<file path="config.mk">
export PLATFORM = sky130hd
export DESIGN_NAME = i2c_pad_conditioner
export DESIGN_NICKNAME = d
export VERILOG_FILES = /design/src/rtl/i2c_pad_pkg.sv /design/src/rtl/i2c_glitch_filter.sv /design/src/rtl/i2c_pad_conditioner.sv
export SDC_FILE = /design/constraint.sdc
export NUM_CORES = 1
export LEC_CHECK = 0
export BUFFER_PORTS_ARGS = -buffer_cell sky130_fd_sc_hd__buf_2
export CORE_MARGIN = 2
export CORE_UTILIZATION = 51
export CTS_CLUSTER_DIAMETER = 100
export DETAILED_ROUTE_END_ITERATION = 6
export PLACE_DENSITY = 0.74
export SLEW_MARGIN = 10
export SYNTH_ARGS = -nofsm -noshare
export SYNTH_HDL_FRONTEND = slang
export SYNTH_SLANG_ARGS = --single-unit
</file>
<file path="constraint.sdc">
create_clock -name clk_i -period 1.51 [get_ports clk_i]
set_input_delay 0.2265 -clock clk_i [delete_from_list [all_inputs] [get_ports clk_i]]
set_output_delay 0.2265 -clock clk_i [all_outputs]
set_load 0.05 [all_outputs]
</file>
<file path="src/rtl/i2c_pad_pkg.sv">
// rtl/i2c_pad_pkg.sv - shared constants for the I2C pad conditioner
package i2c_pad_pkg;

    localparam int FILTER_CNT_W         = 4;
    localparam int DEFAULT_FILTER_LEN   = 4;
    localparam int DEFAULT_STUCK_CYCLES = 50000;

    localparam int SCL_IO = 5;
    localparam int SDA_IO = 6;

endpackage

</file>
<file path="src/rtl/i2c_glitch_filter.sv">
// rtl/i2c_glitch_filter.sv - two-flop synchroniser plus level-acceptance glitch filter for one line
module i2c_glitch_filter
    import i2c_pad_pkg::*;
#(
    parameter int FILTER_LEN = DEFAULT_FILTER_LEN
) (
    input  logic clk,
    input  logic rst_n,
    input  logic enable,
    input  logic pad,
    output logic level
);

    localparam logic [FILTER_CNT_W-1:0] CNT_LAST = FILTER_CNT_W'(FILTER_LEN - 1);

    logic [1:0]              sync;
    logic                    filtered;
    logic [FILTER_CNT_W-1:0] cnt;

    // The synchroniser keeps running while disabled so a re-enable sees the live pad level.
    always_ff @(posedge clk or negedge rst_n) begin
        if (!rst_n) begin
            sync     <= 2'b11;
            filtered <= 1'b1;
            cnt      <= '0;
        end else begin
            sync <= {sync[0], pad};
            if (!enable) begin
                filtered <= 1'b1;
                cnt      <= '0;
            end else if (sync[1] != filtered) begin
                if (cnt == CNT_LAST) begin
                    filtered <= sync[1];
                    cnt      <= '0;
                end else begin
                    cnt <= cnt + 1'b1;
                end
            end else begin
                cnt <= '0;
            end
        end
    end

    assign level = filtered | ~enable;

endmodule

</file>
<file path="src/rtl/i2c_pad_conditioner.sv">
// rtl/i2c_pad_conditioner.sv - I2C pad conditioning: open-drain drive, filtered inputs, START/STOP and stuck-bus monitor
module i2c_pad_conditioner
    import i2c_pad_pkg::*;
#(
    parameter int FILTER_LEN   = DEFAULT_FILTER_LEN,
    parameter int STUCK_CYCLES = DEFAULT_STUCK_CYCLES,
    parameter int CNT_W        = 16
) (
    input  logic clk_i,
    input  logic rst_n_i,
    input  logic enable_i,
    input  logic scl_pad_i,
    input  logic sda_pad_i,
    output logic scl_pad_o,
    output logic scl_pad_oeb_o,
    output logic sda_pad_o,
    output logic sda_pad_oeb_o,
    input  logic scl_m_o,
    input  logic scl_m_oen,
    input  logic sda_m_o,
    input  logic sda_m_oen,
    output logic scl_m_i,
    output logic sda_m_i,
    output logic start_det_o,
    output logic stop_det_o,
    output logic bus_busy_o,
    output logic stuck_o,
    input  logic stuck_clr_i
);

    localparam logic [CNT_W-1:0] STUCK_MAX = CNT_W'(STUCK_CYCLES);

    logic             scl_f;
    logic             sda_f;
    logic             scl_q;
    logic             sda_q;
    logic             start_cond;
    logic             stop_cond;
    logic             line_low;
    logic             stuck_set;
    logic [CNT_W-1:0] stuck_cnt;

    // Open drain: only ever pull low; reset releases the pads without waiting for a clock.
    assign scl_pad_o     = 1'b0;
    assign sda_pad_o     = 1'b0;
    assign scl_pad_oeb_o = ~(rst_n_i & enable_i & scl_m_oen & ~scl_m_o);
    assign sda_pad_oeb_o = ~(rst_n_i & enable_i & sda_m_oen & ~sda_m_o);

    i2c_glitch_filter #(.FILTER_LEN(FILTER_LEN)) u_scl_filter (
        .clk    (clk_i),
        .rst_n  (rst_n_i),
        .enable (enable_i),
        .pad    (scl_pad_i),
        .level  (scl_f)
    );

    i2c_glitch_filter #(.FILTER_LEN(FILTER_LEN)) u_sda_filter (
        .clk    (clk_i),
        .rst_n  (rst_n_i),
        .enable (enable_i),
        .pad    (sda_pad_i),
        .level  (sda_f)
    );

    assign scl_m_i = scl_f;
    assign sda_m_i = sda_f;

    // SCL must be high both before and after the SDA edge, so simultaneous edges never qualify.
    assign start_cond = scl_q & scl_f & sda_q & ~sda_f;
    assign stop_cond  = scl_q & scl_f & ~sda_q & sda_f;
    assign line_low   = ~scl_f | ~sda_f;
    assign stuck_set  = enable_i & ~stuck_clr_i & line_low & (stuck_cnt == STUCK_MAX - 1'b1);

    always_ff @(posedge clk_i or negedge rst_n_i) begin
        if (!rst_n_i) begin
            scl_q       <= 1'b1;
            sda_q       <= 1'b1;
            start_det_o <= 1'b0;
            stop_det_o  <= 1'b0;
            bus_busy_o  <= 1'b0;
        end else begin
            scl_q       <= scl_f;
            sda_q       <= sda_f;
            start_det_o <= enable_i & start_cond;
            stop_det_o  <= enable_i & stop_cond;
            if (!enable_i || stuck_set) begin
                bus_busy_o <= 1'b0;
            end else if (start_cond) begin
                bus_busy_o <= 1'b1;
            end else if (stop_cond) begin
                bus_busy_o <= 1'b0;
            end
        end
    end

    always_ff @(posedge clk_i or negedge rst_n_i) begin
        if (!rst_n_i) begin
            stuck_cnt <= '0;
            stuck_o   <= 1'b0;
        end else if (stuck_clr_i) begin
            stuck_cnt <= '0;
            stuck_o   <= 1'b0;
        end else if (!enable_i) begin
            stuck_cnt <= '0;
        end else if (line_low) begin
            if (stuck_cnt != STUCK_MAX) begin
                stuck_cnt <= stuck_cnt + 1'b1;
            end
            if (stuck_set) begin
                stuck_o <= 1'b1;
            end
        end else begin
            stuck_cnt <= '0;
        end
    end

endmodule

</file>
## After elaboration in Yosys (flattened, before gate mapping)

Index checks and enable logic that the tools add are counted.

| storage, ports and cells | value |
|---|---|
| word-level logic and storage cells | 86 |
| flip-flop bits (word level) | 36 |
| input bits | 10 |
| output and inout port bits | 10 |

| operators by class | value |
|---|---|
| bitwise gates (word level) | 27 |
| add/sub/neg operators | 3 |
| equality and inequality tests | 11 |
| muxes and demuxes | 23 |
| reduce and logical (&&, ||, !) cells | 9 |

Operator list:

| operator | number |
|---|---|
| two-way mux 16 bit | 4 |
| two-way mux 4 bit | 6 |
| adder 16 x 1 -> 16 bit, second input constant | 1 |
| == test 16 bit, second input constant | 1 |
| inequality test 16 bit, second input constant | 1 |
| AND 1 bit | 15 |
| two-way mux 1 bit | 13 |
| NOT 1 bit | 9 |
| adder 4 x 1 -> 4 bit, second input constant | 2 |
| == test 4 x 2 -> 1 bit, second input constant | 2 |
| inequality test 2 x 1 -> 1 bit, second input constant | 4 |
| nonzero test 2 bit | 3 |
| inequality test 4 x 3 -> 1 bit, second input constant | 1 |
| AND reduction 2 bit | 2 |
| bitwise OR 1 bit | 3 |
| AND reduction 3 bit | 1 |
| nonzero test 3 bit | 1 |
| inequality test 1 bit | 2 |
| logical NOT 1 bit | 1 |
| logical OR 1 bit | 1 |

## Depth between registers and ports, before layout

| depth | value |
|---|---|
| depth after elaboration | 10 |
| gate-level depth with buffers | 5 |
| gate-level depth less buffers | 5 |

## Cells and area by module

From an unflattened synthesis, not the netlist that was laid out.

| unflattened totals | value |
|---|---|
| cells, all modules | 165 |
| area, all modules | 1788.0 um^2 |

Modules (own cells, without submodules):

| module | times used | area each (um^2) | cells each |
|---|---|---|---|
| i2c_pad_conditioner | 1 | 1194.9 | 120 |
| i2c_glitch_filter (u_scl_filter) | 1 | 302.8 | 23 |
| i2c_glitch_filter (u_sda_filter) | 1 | 290.3 | 22 |

## Worst setup path after synthesis

Ideal clock, no wire load.

| timing | value |
|---|---|
| path type | reg-to-reg |
| start point | register stuck_cnt[12] |
| end point | register bus_busy_o |
| period minus slack after synthesis | 1.669 ns |
| path slack | -0.159 ns |
| arrival time | 1.544 ns |
| library setup time | 0.126 ns |
| path buffers | 0 |
| required time | 1.384 ns |
| cell stages (with the launch flop) | 4 |
| cell sequence | dfrtp_1 > or4b_4 > or3_1 > o311a_1 |

| on the way | value |
|---|---|
| word-level cells in the longest chain between the ends | 4 |
| elaborated cells between the ends (all ways) | 5 |

Ends and longest elaborated chain:

| item | line | text |
|---|---|---|
| start, declared | i2c_pad_conditioner.sv:41 | `logic [CNT_W-1:0] stuck_cnt;` |
| start signal, assigned | i2c_pad_conditioner.sv:107 | `stuck_cnt <= stuck_cnt + 1'b1;` |
| == test 16 bit (*) | i2c_pad_conditioner.sv:72 | `assign stuck_set = enable_i & ~stuck_clr_i & line_low & (stuck_cnt == STUCK_MAX - 1'b1);` |
| AND 1 bit (*) | i2c_pad_conditioner.sv:72 |  |
| logical OR 1 bit (*) | i2c_pad_conditioner.sv:86 | `if (!enable_i \|\| stuck_set) begin` |
| nonzero test 3 bit (no line) / two-way mux 1 bit (equally long branches) | -- |  |
| end signal, assigned | i2c_pad_conditioner.sv:87 | `bus_busy_o <= 1'b0;` |
| end signal, assigned | i2c_pad_conditioner.sv:89 | `bus_busy_o <= 1'b1;` |
| end signal, assigned | i2c_pad_conditioner.sv:91 | `bus_busy_o <= 1'b0;` |
| end, declared | i2c_pad_conditioner.sv:26 | `output logic bus_busy_o,` |

Mark *: on every way between the ends. The rest lies on a longest branch, timed or not.
A chain may end at the register's enable or synchronous reset.

## Final worst setup path

| timing | value |
|---|---|
| start point | register stuck_cnt[5] |
| end point | register bus_busy_o |

Same word-level chain as after synthesis.

==> metrics.cfg <==
[die]
ios = 20
core-area_um2 = 3340
die_h_um = 62.7
die_w_um = 62.7
rows = 21
initial_core_util_pct = 52.7
die_area_um2 = 3940

[synth]
syn-mean-instance-area_um2 = 10.7
yosys_warnings = 0
seq_area_frac_synth_pct = 51.8
synth_seq_cells = 36
synth_area_um2 = 1760
synth_cell_types = 33
syn-instance-count = 164

[drt]
drcViolationCount = 0
ant_nets = 0
vias = 1475
wirelength_um = 3940
avgRoutedWirePerCell_um = 14.8
drt-initial-drc-count = 114
detail_route.first_pass.iterations = 4
viasPerCell = 5.55

[placement]
placed_area_um2 = 2060
dp_hpwl_um = 2600
dp.cells = 245
gp_congestion = 0.786
io_buffers = 17
dp_slack_ns = -0.149

[global_routing]
grt_pass1_wl_um = 6320
gr-total-overflow = 0
grt_max_degree = 26
grt_pass1_vias = 1452
antenna_found_initial = 0
grt_usage_pct = 20.0

[clock_network]
cts_buffers = 5
cts_max_level = 2
cts_tree = done
cts.path.max_buffers = 2
cts_root_buffer = clkbuf_4
insertion_delay_ns = 0.34
path_clk_slew_ns = 0.12
cts_sinks = 36

[finish]
stdcell_area_um2 = 2390
fin_util_pct = 71.7
antenna_cells = 0
nets = 233
final_layout_size_suffix_gt1_share_pct = 40.9
fin_cells = 266
n_fill_cell = 241
syn_to_final_growth_pct = 36.0

[timing]
rsz0062_at_grt = true
setup_slack_ns = -0.228
fin_crit_sh_pct = 115
setup_violations = 13
timing_hold_violations_final = 0
min_period_ns = 1.74
slew_viol_final = 0
fin_skew_ns = 0.0147
fmax_mhz = 576

[hold_path]
hold_class = in2reg

[pwr]
seq_power_share_pct = 61.8
p_leak_nw = 1.03
totalPowerFinal_mw = 1.60
vdd_drop_max_uv = 487
switching_share_pct = 25.2
p_int_mw = 1.20
power_switching_uw = 402
power_density_nw_per_um2 = 668
combinationalPowerShare_pct = 6.3
clkPwrFrac_pct = 31.8

[run_status]
violations = setup timing
status = complete, but fails checks

[critical_path]
critPathRequiredTime_ns = 1.75
path_class = reg2reg
worstSetupStartpointType = flip-flop
critPathCaptureType = flip-flop
critPathMaxFanout = 3
critPathArrivalTime_ns = 1.98

[job]
maxCapViolations = 0

cell families (layout without fill, tap and decap cells):
kind of cell | after synthesis | in the layout | share of synthesized area, %
simple gates | 73 | 73 | 26.9
mux | 7 | 7 | 3.98
xor+xnor | 6 | 6 | 2.99
buf+inv | 14 | 69 | 3.41
compound gates | 23 | 23 | 7.90
flops | 36 | 36 | 51.8
other cells | 1 | 2 | 0.213
fa+ha+maj | 4 | 4 | 2.85
through the flow:
stage / hold WS, ns / setup TNS [ns]
floorplan: -0.0691 / -0.230
detailed placement: 0.213 / -0.903
CTS: 0.166 / -0.492
global placement: 0.204 / -0.481
finish: 0.177 / -1.34
global route: 0.172 / -2.17
power by group through the flow:
| stage | clock network (mW) | logic [mW] | registers [mW] |
|---|---|---|---|
| after floorplan | 0 | 0.0501 | 1.01 |
| after global placement | 0 | 0.0897 | 1.01 |
| after CTS | 0.527 | 0.101 | 0.988 |
| after detailed placement | 0 | 0.0934 | 1.01 |
| final | 0.509 | 0.101 | 0.988 |
| after global routing | 0.582 | 0.112 | 0.989 |
worst max-delay path, stage by stage, from the launching register on:
cell and delay [ns]:
dfrtp_1 0.41, or4b_4 0.58, or3_4 0.36, o311a_1 0.29
cells in the mapped netlist:
master | n | area, um^2
dfrtp_1 | 28 | 701
a21oi_1 | 11 | 55.1
nand2_1 | 10 | 37.5
nand4b_1 | 10 | 87.6
dfstp_2 | 8 | 210
nand3_1 | 8 | 40.0
clkbuf_1 | 7 | 26.3
mux2i_1 | 7 | 70.1
inv_1 | 5 | 18.8
nand2b_1 | 5 | 31.3
nor2_1 | 5 | 18.8
nor4_1 | 5 | 31.3
or3_1 | 5 | 31.3
xor2_1 | 5 | 43.8
ha_1 | 4 | 50.1
nand3b_1 | 4 | 30.0
nand4_1 | 4 | 25.0
nand4bb_1 | 4 | 45.0
o21ai_0 | 4 | 20.0
o31ai_1 | 4 | 30.0
or4_1 | 4 | 30.0
nor3_1 | 3 | 15.0
and3_1 | 2 | 12.5
buf_4 | 2 | 15.0
nor3b_1 | 2 | 15.0
a31oi_1 | 1 | 6.26
conb_1 | 1 | 3.75
o2bb2ai_1 | 1 | 8.76
o311a_1 | 1 | 10.0
o32ai_1 | 1 | 8.76
or3b_1 | 1 | 8.76
or4b_4 | 1 | 13.8
xnor2_1 | 1 | 8.76
repair_timing:
action                     4_1_cts  5_1_grt
resized for setup                7       31
buffers inserted                 3        6
setup endpoints to repair       12       17
hold endpoints to repair        30        0
cloned                           0        1
pin swaps                        1       12
hold buffers                     3        0
sequential cells by signal, indices dropped and copies added (netlist names), 2 cells and up:
name and count:
stuck_cnt 16, u_scl_filter.cnt 4, u_sda_filter.cnt 4, u_scl_filter.sync 2
u_sda_filter.sync 2
metal layers:
layer | GRT usage [%] | part of all wire, % | up-vias
met2 | 35.2 | 55 | 29
met5 | 0 | 0 | -
met4 | 6.11 | 0.84 | 0
met1 | 24.1 | 42 | 726
met3 | 5.23 | 3.0 | 4
li1 | - | - | 716
layout by cell type (no fill, tap or decap), types with 4 or more instances in the layout:
cell type / Yosys / layout
a21oi_1: 11 / 7
a21oi_2: 0 / 4
buf_2: 0 / 13
buf_4: 2 / 32
buf_6: 0 / 6
clkbuf_4: 0 / 7
dfrtp_1: 28 / 25
dfstp_2: 8 / 8
inv_1: 5 / 5
mux2i_1: 7 / 7
nand2_1: 10 / 10
nand2b_1: 5 / 5
nand3_1: 8 / 7
nand3b_1: 4 / 4
nand4_1: 4 / 4
nand4b_1: 10 / 10
nand4bb_1: 4 / 4
nor2_1: 5 / 5
nor4_4: 0 / 4
o21ai_0: 4 / 4
o31ai_1: 4 / 4
xor2_1: 5 / 5
area by class of cell:
cell class	count	area, um^2	area share (%)
sequential	36	915	38.2
clock buffer	5	37.5	1.57
timing repair buffer	56	418	17.5
inverter	5	18.8	0.785
clock inverter	3	18.8	0.785
multi-input combinational	115	927	38.8
tap	46	57.6	2.41
final timing paths:
check	from	end	slack, ns	cells after the start
min in group asynchronous	rst_n_i	stuck_cnt[3]	0.37	3
max	stuck_cnt[5]	bus_busy_o	-0.23	3
min reg2reg	u_scl_filter.sync[0]	u_scl_filter.sync[1]	0.36	0
min	enable_i	u_sda_filter.filtered	0.18	2
max in group asynchronous	rst_n_i	sda_q	0.78	3
max reg2reg	stuck_cnt[5]	bus_busy_o	-0.23	3
(Power assumes the default switching activity.)
